$ cat config.mk
export PLATFORM = sky130hd
export DESIGN_NAME = uart_rx
export DESIGN_NICKNAME = d
export VERILOG_FILES = /design/src/rtl/uart_rx.sv
export SDC_FILE = /design/constraint.sdc
export NUM_CORES = 1
export LEC_CHECK = 0
export ABC_AREA = 1
export CORE_MARGIN = 10
export CORE_UTILIZATION = 25
export CTS_BUF_LIST = sky130_fd_sc_hd__clkbuf_8
export DETAILED_ROUTE_END_ITERATION = 10
export GPL_TIMING_DRIVEN = 0
export SYNTH_ARGS = -nofsm -noshare
export SYNTH_HDL_FRONTEND = slang
export SYNTH_SLANG_ARGS = --single-unit
$ cat constraint.sdc
create_clock -name clk -period 1.6 [get_ports clk]
set_input_delay 0.16 -clock clk [delete_from_list [all_inputs] [get_ports clk]]
set_output_delay 0.16 -clock clk [all_outputs]
set_load 0.05 [all_outputs]
$ cat src/rtl/uart_rx.sv
// 8N1 UART receiver: synchronized line, falling-edge start detect, mid-bit sampling.
// Emits a one-cycle rx_done with the received byte, or a one-cycle frame_err on a low stop bit.
module uart_rx #(
   parameter int BAUD_CNT_MAX = 5207
) (
   input  logic       clk,
   input  logic       reset,
   input  logic       rx_in,
   output logic [7:0] rx_data,
   output logic       rx_done,
   output logic       frame_err,
   output logic       rx_busy
);

   localparam logic [13:0] HALF_CNT = 14'(BAUD_CNT_MAX / 2);
   localparam logic [13:0] FULL_CNT = 14'(BAUD_CNT_MAX - 1);

   typedef enum logic [1:0] {IDLE, START, DATA, STOP} state_t;

   state_t      state;
   logic [13:0] baud_cnt;
   logic [2:0]  bit_idx;
   logic [7:0]  shift;
   logic        sync1;
   logic        sync2;
   logic        hist;
   logic        fall;

   // Edge is taken from the synchronized line against its one-cycle history.
   assign fall    = hist & ~sync2;
   assign rx_busy = (state != IDLE);

   always_ff @(posedge clk) begin
      if (reset) begin
         sync1 <= 1'b1;
         sync2 <= 1'b1;
         hist  <= 1'b1;
      end else begin
         sync1 <= rx_in;
         sync2 <= sync1;
         hist  <= sync2;
      end
   end

   always_ff @(posedge clk) begin
      if (reset) begin
         state     <= IDLE;
         baud_cnt  <= '0;
         bit_idx   <= '0;
         shift     <= '0;
         rx_data   <= '0;
         rx_done   <= 1'b0;
         frame_err <= 1'b0;
      end else begin
         rx_done   <= 1'b0;
         frame_err <= 1'b0;
         case (state)
            IDLE: begin
               baud_cnt <= '0;
               bit_idx  <= '0;
               if (fall) begin
                  state <= START;
               end
            end
            START: begin
               if (baud_cnt == HALF_CNT) begin
                  baud_cnt <= '0;
                  bit_idx  <= '0;
                  // A high line at mid start bit was only a glitch.
                  state    <= sync2 ? IDLE : DATA;
               end else begin
                  baud_cnt <= baud_cnt + 14'd1;
               end
            end
            DATA: begin
               if (baud_cnt == FULL_CNT) begin
                  baud_cnt       <= '0;
                  shift[bit_idx] <= sync2;
                  bit_idx        <= bit_idx + 3'd1;
                  if (bit_idx == 3'd7) begin
                     state <= STOP;
                  end
               end else begin
                  baud_cnt <= baud_cnt + 14'd1;
               end
            end
            STOP: begin
               if (baud_cnt == FULL_CNT) begin
                  baud_cnt <= '0;
                  // Leave mid stop bit so a directly following start edge is seen.
                  state    <= IDLE;
                  if (sync2) begin
                     rx_data <= shift;
                     rx_done <= 1'b1;
                  end else begin
                     frame_err <= 1'b1;
                  end
               end else begin
                  baud_cnt <= baud_cnt + 14'd1;
               end
            end
            default: begin
               state    <= IDLE;
               baud_cnt <= '0;
            end
         endcase
      end
   end

endmodule

Yosys cells after proc, flatten, opt, wreduce, memory -nomap -nowiden
Index checks and enable logic that the tools add are counted.
{ "word_totals": {"reg_bits": 40, "latchBits": 0, "mem_bits_rw": 0, "romBits": 0, "inputBits": 3, "out_inout_bits": 11, "wordCells": 57, "mem_count": 0} }
{ "op_classes": {"n_addsub": 2, "multipliers": 0, "div": 0, "order_cmp": 2, "n_eq_ne": 11, "shifts": 0, "muxes": 18, "bitwise": 4, "reduce_logical": 10} }
{ "op_table": {"columns": ["op", "n"], "rows": [
  ["$pmux W14 S3", 1],
  ["$mux W14", 2],
  ["$add A14 B1 Y14 const B", 1],
  ["$eq A14 B12 Y1 const B", 1],
  ["$eq A14 B13 Y1 const B", 1],
  ["$mux W2", 6],
  ["$ne A2 B2 Y1 const B", 5],
  ["$pmux W3 S3", 1],
  ["$bwmux W8", 1],
  ["$pmux W2 S4", 1],
  ["$mux W3", 2],
  ["$reduce_and A3 Y1", 2],
  ["$reduce_and A5 Y1", 1],
  ["$eq A2 B2 Y1 const B", 2],
  ["$lt A3 B4 Y1 const B", 1],
  ["$add A3 B1 Y3 const B", 1],
  ["$demux W1 S3", 1],
  ["$eq A3 B3 Y1 const B", 1],
  ["$ge A3 B1 Y1 const B", 1],
  ["$mux W1", 3],
  ["$not A1 Y1", 3],
  ["$reduce_bool A3 Y1", 1],
  ["$reduce_or A3 Y1", 1],
  ["$eq A2 B1 Y1 const B", 1],
  ["other kinds (6)", 6]
]} }

Depth between registers and ports, before layout
Gate-level depths: netlist of run 1.
{ "depth": {"depth_word": 5, "ltp_mapped": 13, "depth_no_buf": 13} }

Least setup slack after synthesis of run 1
No wires, ideal clock.
{ "synth_timing": {"path_kind": "reg-to-reg", "startpoint": "register baud_cnt[0]", "endpoint": "register baud_cnt[10]", "setup_ps": 64, "arrival_ps": 1324, "required_time_ps": 1536, "path_slack_ps": 212, "path_stages_with_launch": 12, "n_path_buf": 0, "synth_period_minus_slack_ps": 1388, "cell_sequence": "dfxtp_1 inv_1 ha_1 nand2_1 inv_1 nand2_1 nor2_1 nand2_2 inv_2 o21ai_4 nand2_4 nor2_1"} }
{ "synth_between": {"elab_chain_len": 3, "elab_cells_between_ends": 6, "cone_classes": "1 x add/sub; 2 x eq/ne; 3 x mux"} }
{ "synth_lines": {"columns": ["item", "line_no", "text"], "rows": [
  ["start, declared", "21", "logic [13:0] baud_cnt;"],
  ["start signal, assigned", "72", "baud_cnt <= baud_cnt + 14'd1;"],
  ["start signal, assigned", "84", "baud_cnt <= baud_cnt + 14'd1;"],
  ["start signal, assigned", "99", "baud_cnt <= baud_cnt + 14'd1;"],
  ["$add A14 B1 Y14 (tied with other cells)", "72, 84, 99", null],
  ["$mux W14, on equally long branches", "76, 88, 66", null],
  ["$pmux W14 S3 *", "57", "case (state)"]
]} }
Every way passes the cells marked *; elsewhere a longest branch is shown, timed or not.
A chain may end at the register's enable or synchronous reset.

Worst setup path in the final report of run 1
{ "layout_timing": {"startpoint": "register rx_done", "endpoint": "output port rx_done"} }
{ "layout_lines": {"columns": ["item", "line_no", "text"], "rows": [
  ["start, declared", "10", "output logic rx_done,"],
  ["start signal, assigned", "52", "rx_done <= 1'b0;"],
  ["start signal, assigned", "55", "rx_done <= 1'b0;"],
  ["start signal, assigned", "94", "rx_done <= 1'b1;"]
]} }
No word-level cell between the ends.

==> metrics.md, run 1 <==
| Metric | Value |
|---|---|
| Synth warnings | `0` |
| # setup viols final | `0` |
| Top-count cell post-synth | `nor2_1` |
| Worst-margin pin slew | `roughly 510 ps` |
| Outcome | `completed` |
| Clock Skew | `between 8 and 9 ps` |
| Leading register cell type out of synthesis | `dfxtp_1` |
| Gpl congestion | `0.780` |
| # hold bufs at CTS | `0` |
| Final Util | `approximately a third` |
| Initial antenna violation count | `0` |
| Fin crit share | `97.5%` |
| Synth area leaders | `dfxtp_1, nor2_1, nand2_1, inv_1, nand3_1` |
| Layout cells sized above 1 | `16.2%` |
| CTS clock-pin slew for the worst setup and hold paths | `~80 ps` |
| CP max stage cell | `clkdlybuf4s50_1` |
| Worst Path Buf+Inv | `1` |
| Drt pass-1 iters | `4` |
| Pwr Density | `810 nW/um2` |
| Critical Path AT | `approximately 1400 ps` |
| CP peak stage delay | `between 700 and 800 ps` |
| Largest net degree at the start of global routing | `15` |
| Vias | `between 1.5k and 2k` |
| DIE WIDTH | `between 100 and 150 um` |
| Kind of critical path | `register to output pin` |
| Core area | `between 7000 and 8000 um2` |
| First-pass GRT wire length | `a little over 7 mm` |
| Number of global-route vias before repair | `1617` |
| Crit start category | `register` |
| Post-synth top area share | `between 40% and 50%` |
| Worst-path fanout max | `1` |
| Seq/Total Area, Yosys | `between 40% and 50%` |
| TritonCTS Sinks | `40` |
| Peak supply drop | `approximately 0.34 mV` |
| # port buffers | `13` |
| Final wirelength | `between 4 and 5 mm` |
| Root buf cell | `clkbuf_8` |
| Clk Latency, worst-skew pair | `roughly 300 ps` |
| Starting Density | `roughly a quarter` |
| Chip Height | `~110 um` |
| Post-synthesis net count | `291` |
| Final Hold Fails | `0` |
| Slew margin rel. | `between 60 and 70%` |
| Mapped cell area | `a little under 2000 um2` |
| EDFF count, synth | `0` |
| Layout area overhead | `23.7%` |
| DIE AREA | `approximately 12000 um2` |
| Count of pins over their slew limit | `0` |
| Synth cell types | `30` |
| Worst hold path class | `register to register` |
| Synthesized instance count | `~280` |
| Mean Syn Cell Area | `6.98 um2` |
| Lkg Pwr | `between 1 and 1.5 nW` |
| Power, Total | `between 1.5 and 2 mW` |
| Diodes inserted | `0` |
| Clk buf depth | `2` |
| Initial DRC count | `50` |
| Via-to-Cell Ratio | `approximately 4.2` |
| Drt wl/cell | `10.4 um` |
| # DRC | `0` |
| Synth cell count leaders | `nor2_1, nand2_1, dfxtp_1` |
| CTS buffer count | `5` |
| Final worst setup slack | `between 30 and 40 ps` |
| Crit. End Element | `output pin` |
| Post-synthesis register bit count | `40` |
| DRT antenna net count | `0` |
| Filler Cell Count | `slightly above 800` |
| Max Cap Violations | `0` |
| Fmax | `around 640 MHz` |
| Shortest period the worst path allows | `approximately 1600 ps` |
| Pre-CTS setup slack | `-12.2 ps` |
| RSZ-0062 raised after global routing | `true` |
| Ys async rst share | `0%` |
| GRT Total Usage | `around 7.3%` |
| I/O Pins | `14` |
| Crit path max-delay family | `buffers and inverters` |
| Leading area contributor after synthesis | `dfxtp_1` |
| DPL Wire Length | `3.15 mm` |
| Worst-path cell chain | `clkdlybuf4s50_1` |
| Remaining Overflow, GRT | `0` |
| Worst path required time | `approximately 1400 ps` |
| H-tree depth | `2` |
| Rows | `32` |
| CTS tree | `done` |
| Fin nets | `between 300 and 400` |
[path summary, 6_finish.rpt]
kind / start / endpoint / slack (ps) / depth (start not counted)
worst min-delay path: sync1 / sync2 / 410 / 1
worst min register to register: sync1 / sync2 / 410 / 1
worst max-delay path: rx_done / rx_done / 40 / 1
worst max register to register: baud_cnt[0] / rx_data[7] / 100 / 11
[cell families after synthesis]
| family | count (synthesis) | share of synthesized area [%] |
|---|---|---|
| adder cells (fa/ha/maj) | 4 | 2.53 |
| buffers and inverters | 40 | 7.70 |
| AO/OA/AOI/OAI | 26 | 7.45 |
| flip-flops | 40 | 40.4 |
| AND/OR/NAND/NOR | 166 | 38.4 |
| XOR/XNOR | 8 | 3.54 |
[layer usage]
metal	up-vias	global-route usage (%)	share of wire, %
met4	0	3.86	2.2
met5	-	0	0
met1	765	8.70	48
met2	20	12.0	47
li1	947	-	-
met3	5	1.42	2.8
[placed cells by master, fill, tap and decap left out, types with 2 or more instances in the layout]
cell / instances
a21oi_1: 7
buf_6: 2
clkbuf_8: 5
clkdlybuf4s50_1: 3
dfxtp_1: 35
dfxtp_2: 4
dlygate4sd2_1: 7
dlymetal6s2s_1: 3
ha_1: 2
inv_1: 31
inv_2: 4
nand2_1: 47
nand2_2: 2
nand2_4: 2
nand3_1: 16
nand3_2: 2
nand4_1: 7
nor2_1: 67
nor2_2: 7
nor2_4: 3
nor3_1: 5
nor3_4: 2
o21ai_0: 12
o21ai_1: 2
or2_2: 3
xor2_1: 7
[state kept, by name (all words and copies together), names as in the netlist, named ones only]
signal / cells
bit_idx: 3
hist: 1
baud_cnt: 14
shift: 8
sync2: 1
rx_data: 8
rx_done: 1
sync1: 1
frame_err: 1
state: 1
[final cells by class]
type	count	area (um2)	area share [%]
timing repair buffer	16	159	6.48
sequential	40	810	33.0
buffer	4	17.5	0.714
tap	102	128	5.20
multi-input combinational	204	1090	44.3
clock inverter	3	46.3	1.89
inverter	36	138	5.61
clock buffer	5	68.8	2.81
[stage by stage]
step                      std cells  hold slack, ps  cell area (um2)  setup TNS (ps)
after global placement          399             390             2240           -6.03
after floorplan                 284             264             1980               0
final                           410             412             2450               0
after CTS                       407             413             2360               0
after global routing            410             432             2450            -128
after detailed placement        399             393             2240           -29.7
[power breakdown]
| group | internal, mW | switching, mW | leakage, nW | total, mW |
|---|---|---|---|---|
| Clock | 0.470 | 0.382 | 0.0548 | 0.852 |
| Combinational | 0.0365 | 0.0887 | 0.687 | 0.125 |
| Sequential | 1.00 | 0.00703 | 0.326 | 1.01 |
| Total | 1.51 | 0.477 | 1.07 | 1.99 |
[timing repair]
item                       4_1_cts  5_1_grt
pin swaps                        0        7
setup endpoints to repair       25       37
setup buffers                    0        3
gates resized for setup          9       28
No activity file was read; power rests on OpenSTA's default activity.
==> inputs of run 2 (changes only) <==
CORE_ASPECT_RATIO = 0.5   (was not set)
==> metrics.md, run 2 (synthesis gave the netlist of run 1 again) <==
| Metric | Value |
|---|---|
| Outcome | `completed (unchanged)` |
| Number of global-route vias before repair | `1571 (was 1617)` |
| Hold depth | `2 (was 1)` |
| Diodes inserted | `0 (unchanged)` |
| Most frequent cells in the layout | `nor2_1, nand2_1, dfxtp_1, inv_1, nand3_1 (unchanged)` |
| Starting Density | `26.4% (was 25.6%)` |
| DPL Wire Length | `3.03 mm (was 3.15 mm)` |
| Worst hold path class | `input pin to register (was register to register)` |
| Fin nets | `315 (was 314)` |
| TritonCTS Sinks | `40 (unchanged)` |
| Kind of critical path | `register to register (was register to output pin)` |
| # port buffers | `13 (unchanged)` |
| Cell-internal power | `1.50 mW (was 1.51 mW)` |
| Largest net degree at the start of global routing | `13 (was 15)` |
| DIE WIDTH | `146 um (was 109 um)` |
| DRT antenna net count | `0 (unchanged)` |
| Lkg Pwr | `1.06 nW (was 1.07 nW)` |
| Power, Total | `1.95 mW (was 1.99 mW)` |
| Largest Register | `baud_cnt (unchanged)` |
| Rows | `22 (was 32)` |
| Clk buf depth | `2 (unchanged)` |
| Initial antenna violation count | `0 (unchanged)` |
| Pwr Density | `798 nW/um2 (was 810 nW/um2)` |
| Worst-path cell chain | `inv_2 -> ha_4 -> nand2_1 -> inv_1 -> nand2_1 -> nor2_1 -> nand2_2 -> nor3_4 -> buf_6 -> o21ai_0 -> nor2_1 (was clkdlybuf4s50_1)` |
| CTS tree | `done (unchanged)` |
| Critical Path AT | `1780 ps (was 1400 ps)` |
| Gpl congestion | `0.851 (was 0.780)` |
| Fmax | `649 MHz (was 641 MHz)` |
| Max reg flops | `14 (unchanged)` |
| RSZ-0062 raised after global routing | `true (unchanged)` |
| Drt wl/cell | `10.4 um (about the same)` |
| Vias | `1756 (was 1737)` |
| Hold slack | `411 ps (was 412 ps)` |
| Worst reg2reg path depth | `11 (unchanged)` |
| Shortest period the worst path allows | `1540 ps (was 1560 ps)` |
| CTS clock-pin slew for the worst setup and hold paths | `80 ps (about the same)` |
| Commonest non-fill, non-tap cell in the layout | `nor2_1 (unchanged)` |
| Clock network fraction of design power | `41.9% (was 42.9%)` |
| Count of pins over their slew limit | `0 (unchanged)` |
| Drt pass-1 iters | `5 (was 4)` |
| Layout cells sized above 1 | `15.9% (was 16.2%)` |
| DIE AREA | `12100 um2 (was 11900 um2)` |
| H-tree depth | `2 (unchanged)` |
| Remaining Overflow, GRT | `0 (unchanged)` |
| Sequential share of power | `51.7% (was 50.8%)` |
| Chip Height | `83.0 um (was 109 um)` |
| Final wirelength | `4.35 mm (was 4.25 mm)` |
| Worst-margin pin slew | `508 ps (was 511 ps)` |
| Switching share of power | `23.4% (was 24.0%)` |
| First-pass GRT wire length | `7.29 mm (was 7.14 mm)` |
| RR Startpoint | `baud_cnt[0] (unchanged)` |
| Core area | `7510 um2 (was 7730 um2)` |
| Final Hold Fails | `0 (unchanged)` |
| Clk Latency, worst-skew pair | `300 ps (about the same)` |
| Fin crit share | `96.3% (was 97.5%)` |
| Crit. End Element | `register (was output pin)` |
| Worst path required time | `1840 ps (was 1440 ps)` |
| CP peak stage delay | `340 ps (was 790 ps)` |
| Combinational power share | `6.4% (was 6.3%)` |
| RR Endpoint | `rx_data[3] (was rx_data[7])` |
| Slew margin rel. | `66.1% (was 65.9%)` |
| CTS buffer count | `5 (unchanged)` |
| Biggest regs | `baud_cnt x14, rx_data x8, shift x8 (unchanged)` |
| Peak supply drop | `0.295 mV (was 0.338 mV)` |
| # DRC | `0 (unchanged)` |
| # setup viols final | `0 (unchanged)` |
| Crit start category | `register (unchanged)` |
| Clock Skew | `10.1 ps (was 8.56 ps)` |
| Min-delay src | `rx_in (was sync1)` |
| Sw power | `0.457 mW (was 0.477 mW)` |
| I/O Pins | `14 (unchanged)` |
| Flop-to-flop setup slack | `60 ps (was 100 ps)` |
| CP max stage cell | `dfxtp_2 (was clkdlybuf4s50_1)` |
| Initial DRC count | `58 (was 50)` |
| Hold Crit Endpoint | `sync1 (was sync2)` |
| Layout area overhead | `23.5% (was 23.7%)` |
| Worst-path fanout max | `4 (was 1)` |
| GRT Total Usage | `7.20% (was 7.26%)` |
| Max Cap Violations | `0 (unchanged)` |
| Via-to-Cell Ratio | `4.21 (was 4.24)` |
| Root buf cell | `clkbuf_8 (unchanged)` |
| Total negative slack | `0 ps (unchanged)` |
## run 2: changes by cell type in the layout (fill, tap and decap cells not counted), moves of 2 or more
cell,change
nor2_1,-3
o21ai_1,-2
nor2_2,+3
o21ai_0,+2
## run 2: worst max-delay path: cells and delay by family (launching register included)
family	cells	cell delay (ps)
AND/OR/NAND/NOR	6	690
buffers and inverters	3	270
flip-flops	1	340
AO/OA/AOI/OAI	1	60
adder cells (fa/ha/maj)	1	140
## run 2: what timing repair did
action	CTS	global route
gates resized for setup	9	25
hold buffers	0	0
cloned	0	1
setup endpoints to repair	9	39
pin swaps	0	6
setup buffers	0	3
## run 2: final cells by class
type,instances,area (um2)
timing repair buffer,16,159
fill,819,5070
multi-input combinational,205,1080
tap,108,135
inverter,36,138
sequential,40,806
buffer,4,17.5
clock inverter,3,38.8
clock buffer,5,68.8
## run 2: worst max-delay path by stage
| stage | depth (start not counted) | endpoint | startpoint |
|---|---|---|---|
| 2_1_floorplan | 11 | baud_cnt[10] | baud_cnt[0] |
| 3_3_place_gp | 9 | rx_data[5] | baud_cnt[0] |
| 3_5_place_dp | 9 | rx_data[5] | baud_cnt[0] |
| 4_1_cts | 1 | rx_data[6] | rx_data[6] |
| 5_1_grt | 11 | rx_data[5] | baud_cnt[0] |
| 6_report | 11 | rx_data[3] | baud_cnt[0] |
## run 2: power groups by stage
stage	clock (mW)	sequential (mW)	combinational (mW)
final	0.818	1.01	0.125
after global routing	0.896	1.01	0.141
after global placement	0	1.03	0.121
after floorplan	0	1.03	0.0878
after CTS	0.837	1.01	0.119
after detailed placement	0	1.03	0.121
## run 2: through the flow
stage	instances	area, um2	setup WS (ps)	util [%]
after floorplan	284	1980	212	-
after global placement	405	2250	13.0	29.9
after detailed placement	405	2250	-2.51	29.9
after CTS	413	2350	0.153	31.3
after global routing	417	2450	-91.1	32.6
final	417	2450	59.6	32.6
## run 2: routing by layer
layer | share of wire, % | track usage [%]
met1 | 48 | 8.57
met2 | 46 | 11.3
met3 | 4.5 | 2.76
met4 | 1.9 | 3.26
met5 | 0 | 0
==> inputs of run 3 (changes only) <==
ABC_CLOCK_PERIOD_IN_PS = 1600   (was not set)
GPL_TIMING_DRIVEN = not set   (was 0)
==> metrics.md, run 3 (synthesis gave the netlist of run 1 again) <==
| Metric | Value |
|---|---|
| GRT Total Usage | `7.57% (was 7.20%)` |
| Kind of critical path | `register to register (unchanged)` |
| Flop-to-flop setup slack | `50 ps (was 60 ps)` |
| DPL Wire Length | `3.17 mm (was 3.03 mm)` |
| Rows | `22 (unchanged)` |
| Vias | `1744 (was 1756)` |
| Initial antenna violation count | `0 (unchanged)` |
| Fin crit share | `96.9% (was 96.3%)` |
| CP peak stage delay | `360 ps (was 340 ps)` |
| Worst-path fanout max | `5 (was 4)` |
| Number of global-route vias before repair | `1687 (was 1571)` |
| Shortest period the worst path allows | `1550 ps (was 1540 ps)` |
| CP max stage cell | `dfxtp_2 (unchanged)` |
| Worst reg2reg path depth | `11 (unchanged)` |
| Largest Register | `baud_cnt (unchanged)` |
| Hold Crit Endpoint | `sync1 (unchanged)` |
| Hold depth | `2 (unchanged)` |
| RSZ-0062 raised after global routing | `true (unchanged)` |
| Biggest regs | `baud_cnt x14, rx_data x8, shift x8 (unchanged)` |
| Clock Skew | `5.73 ps (was 10.1 ps)` |
| Crit. End Element | `register (unchanged)` |
| Count of pins over their slew limit | `0 (unchanged)` |
| Clk buf depth | `2 (unchanged)` |
| Pwr Density | `744 nW/um2 (was 798 nW/um2)` |
| Starting Density | `26.4% (unchanged)` |
| DRT antenna net count | `0 (unchanged)` |
| Min-delay src | `rx_in (unchanged)` |
| Chip Height | `83.0 um (unchanged)` |
| Fmax | `645 MHz (was 649 MHz)` |
| I/O Pins | `14 (unchanged)` |
| Worst Path Buf+Inv | `3 (unchanged)` |
| DIE WIDTH | `146 um (unchanged)` |
| Final Hold Fails | `0 (unchanged)` |
| Critical Path AT | `1800 ps (was 1780 ps)` |
| Hold slack | `415 ps (was 411 ps)` |
| RR Endpoint | `baud_cnt[10] (was rx_data[3])` |
| Core area | `7510 um2 (unchanged)` |
| DIE AREA | `12100 um2 (unchanged)` |
| CTS buffer count | `5 (unchanged)` |
| Clk Latency, worst-skew pair | `300 ps (about the same)` |
| CTS tree | `done (unchanged)` |
| CTS clock-pin slew for the worst setup and hold paths | `80 ps (about the same)` |
| Worst-path cell chain | `inv_2 -> ha_4 -> nand2_2 -> inv_2 -> nand2_1 -> nor2_1 -> nand2_2 -> inv_4 -> o21ai_4 -> nand2_4 -> nor2_2 (was inv_2 -> ha_4 -> nand2_1 -> inv_1 -> nand2_1 -> nor2_1 -> nand2_2 -> nor3_4 -> buf_6 -> o21ai_0 -> nor2_1)` |
| Worst-margin pin slew | `652 ps (was 508 ps)` |
| Max reg flops | `14 (unchanged)` |
| Layout cells sized above 1 | `22.8% (was 15.9%)` |
| Gpl congestion | `0.854 (was 0.851)` |
| Fin nets | `318 (was 315)` |
| Crit path max-delay family | `simple AND/OR/NAND/NOR gates (unchanged)` |
| Largest net degree at the start of global routing | `15 (was 13)` |
| RR Startpoint | `baud_cnt[0] (unchanged)` |
| Slew margin rel. | `56.4% (was 66.1%)` |
| Crit start category | `register (unchanged)` |
| Peak supply drop | `0.448 mV (was 0.295 mV)` |
| # port buffers | `13 (unchanged)` |
| Via-to-Cell Ratio | `4.15 (was 4.21)` |
| Drt pass-1 iters | `4 (was 5)` |
| Commonest non-fill, non-tap cell in the layout | `nor2_1 (unchanged)` |
| Initial DRC count | `79 (was 58)` |
| Lkg Pwr | `1.01 nW (was 1.06 nW)` |
| Most frequent cells in the layout | `nor2_1, nand2_1, dfxtp_1, inv_1, buf_4 (was nor2_1, nand2_1, dfxtp_1, inv_1, nand3_1)` |
| Root buf cell | `clkbuf_8 (unchanged)` |
| # setup viols final | `0 (unchanged)` |
| Final wirelength | `4.37 mm (was 4.35 mm)` |
| Max Cap Violations | `0 (unchanged)` |
| Diodes inserted | `0 (unchanged)` |
| # DRC | `0 (unchanged)` |
| Outcome | `completed (unchanged)` |
| H-tree depth | `2 (unchanged)` |
| Pre-CTS setup slack | `-4.08 ps (was -2.51 ps)` |
| Remaining Overflow, GRT | `0 (unchanged)` |
| TritonCTS Sinks | `40 (unchanged)` |
| Final worst setup slack | `49.7 ps (was 59.6 ps)` |
| Layout area overhead | `23.5% (about the same)` |
| First-pass GRT wire length | `7.67 mm (was 7.29 mm)` |
| Worst path required time | `1850 ps (was 1840 ps)` |
| Drt wl/cell | `10.4 um (about the same)` |
| Worst hold path class | `input pin to register (unchanged)` |
run 3: metrics by stage:
step | setup TNS [ps] | power, mW | area [um2] | instances | util (%)
finish | 0 | 1.82 | 2450 | 420 | 32.6
global route | -618 | 1.91 | 2450 | 420 | 32.6
CTS | 0 | 1.83 | 2340 | 415 | 31.2
detailed placement | -4.08 | 1.15 | 2250 | 407 | 29.9
global placement | -9.06 | 1.15 | 2250 | 407 | 29.9
floorplan | 0 | 1.12 | 1980 | 284 | -
run 3: area by class of cell:
type                       count  area, um2
multi-input combinational    205       1100
clock inverter                 3       18.8
sequential                    40        807
timing repair buffer          23        178
tap                          108        135
fill                         801       5070
inverter                      36        138
clock buffer                   5       68.8
run 3: worst max path at each step:
stage	startpoint	endpoint	slack (ps)	cells after the start
3_3_place_gp	baud_cnt[0]	rx_data[0]	-9	9
4_1_cts	baud_cnt[0]	rx_data[0]	30	9
5_1_grt	baud_cnt[0]	baud_cnt[10]	-60	11
3_5_place_dp	baud_cnt[0]	rx_data[0]	-4	9
2_1_floorplan	baud_cnt[0]	baud_cnt[10]	210	11
6_report	baud_cnt[0]	baud_cnt[10]	50	11
run 3: timing repair:
item	4_1_cts	5_1_grt
gates cloned	0	1
pin swaps	0	11
setup endpoints to repair	1	31
setup buffers	0	4
resized for setup	1	26
hold buffers	0	0
run 3: per-layer routing:
| metal | track usage, % | part of all wire [%] |
|---|---|---|
| met1 | 9.34 | 51 |
| met2 | 11.8 | 43 |
| met3 | 2.22 | 3.5 |
| met4 | 3.80 | 2.1 |
| met5 | 0 | 0 |
run 3: power by group:
part           leakage [nW]  switching [mW]  internal [mW]
clock                0.0479           0.375          0.304
combinational         0.636          0.0953         0.0397
sequential            0.325         0.00604           1.00
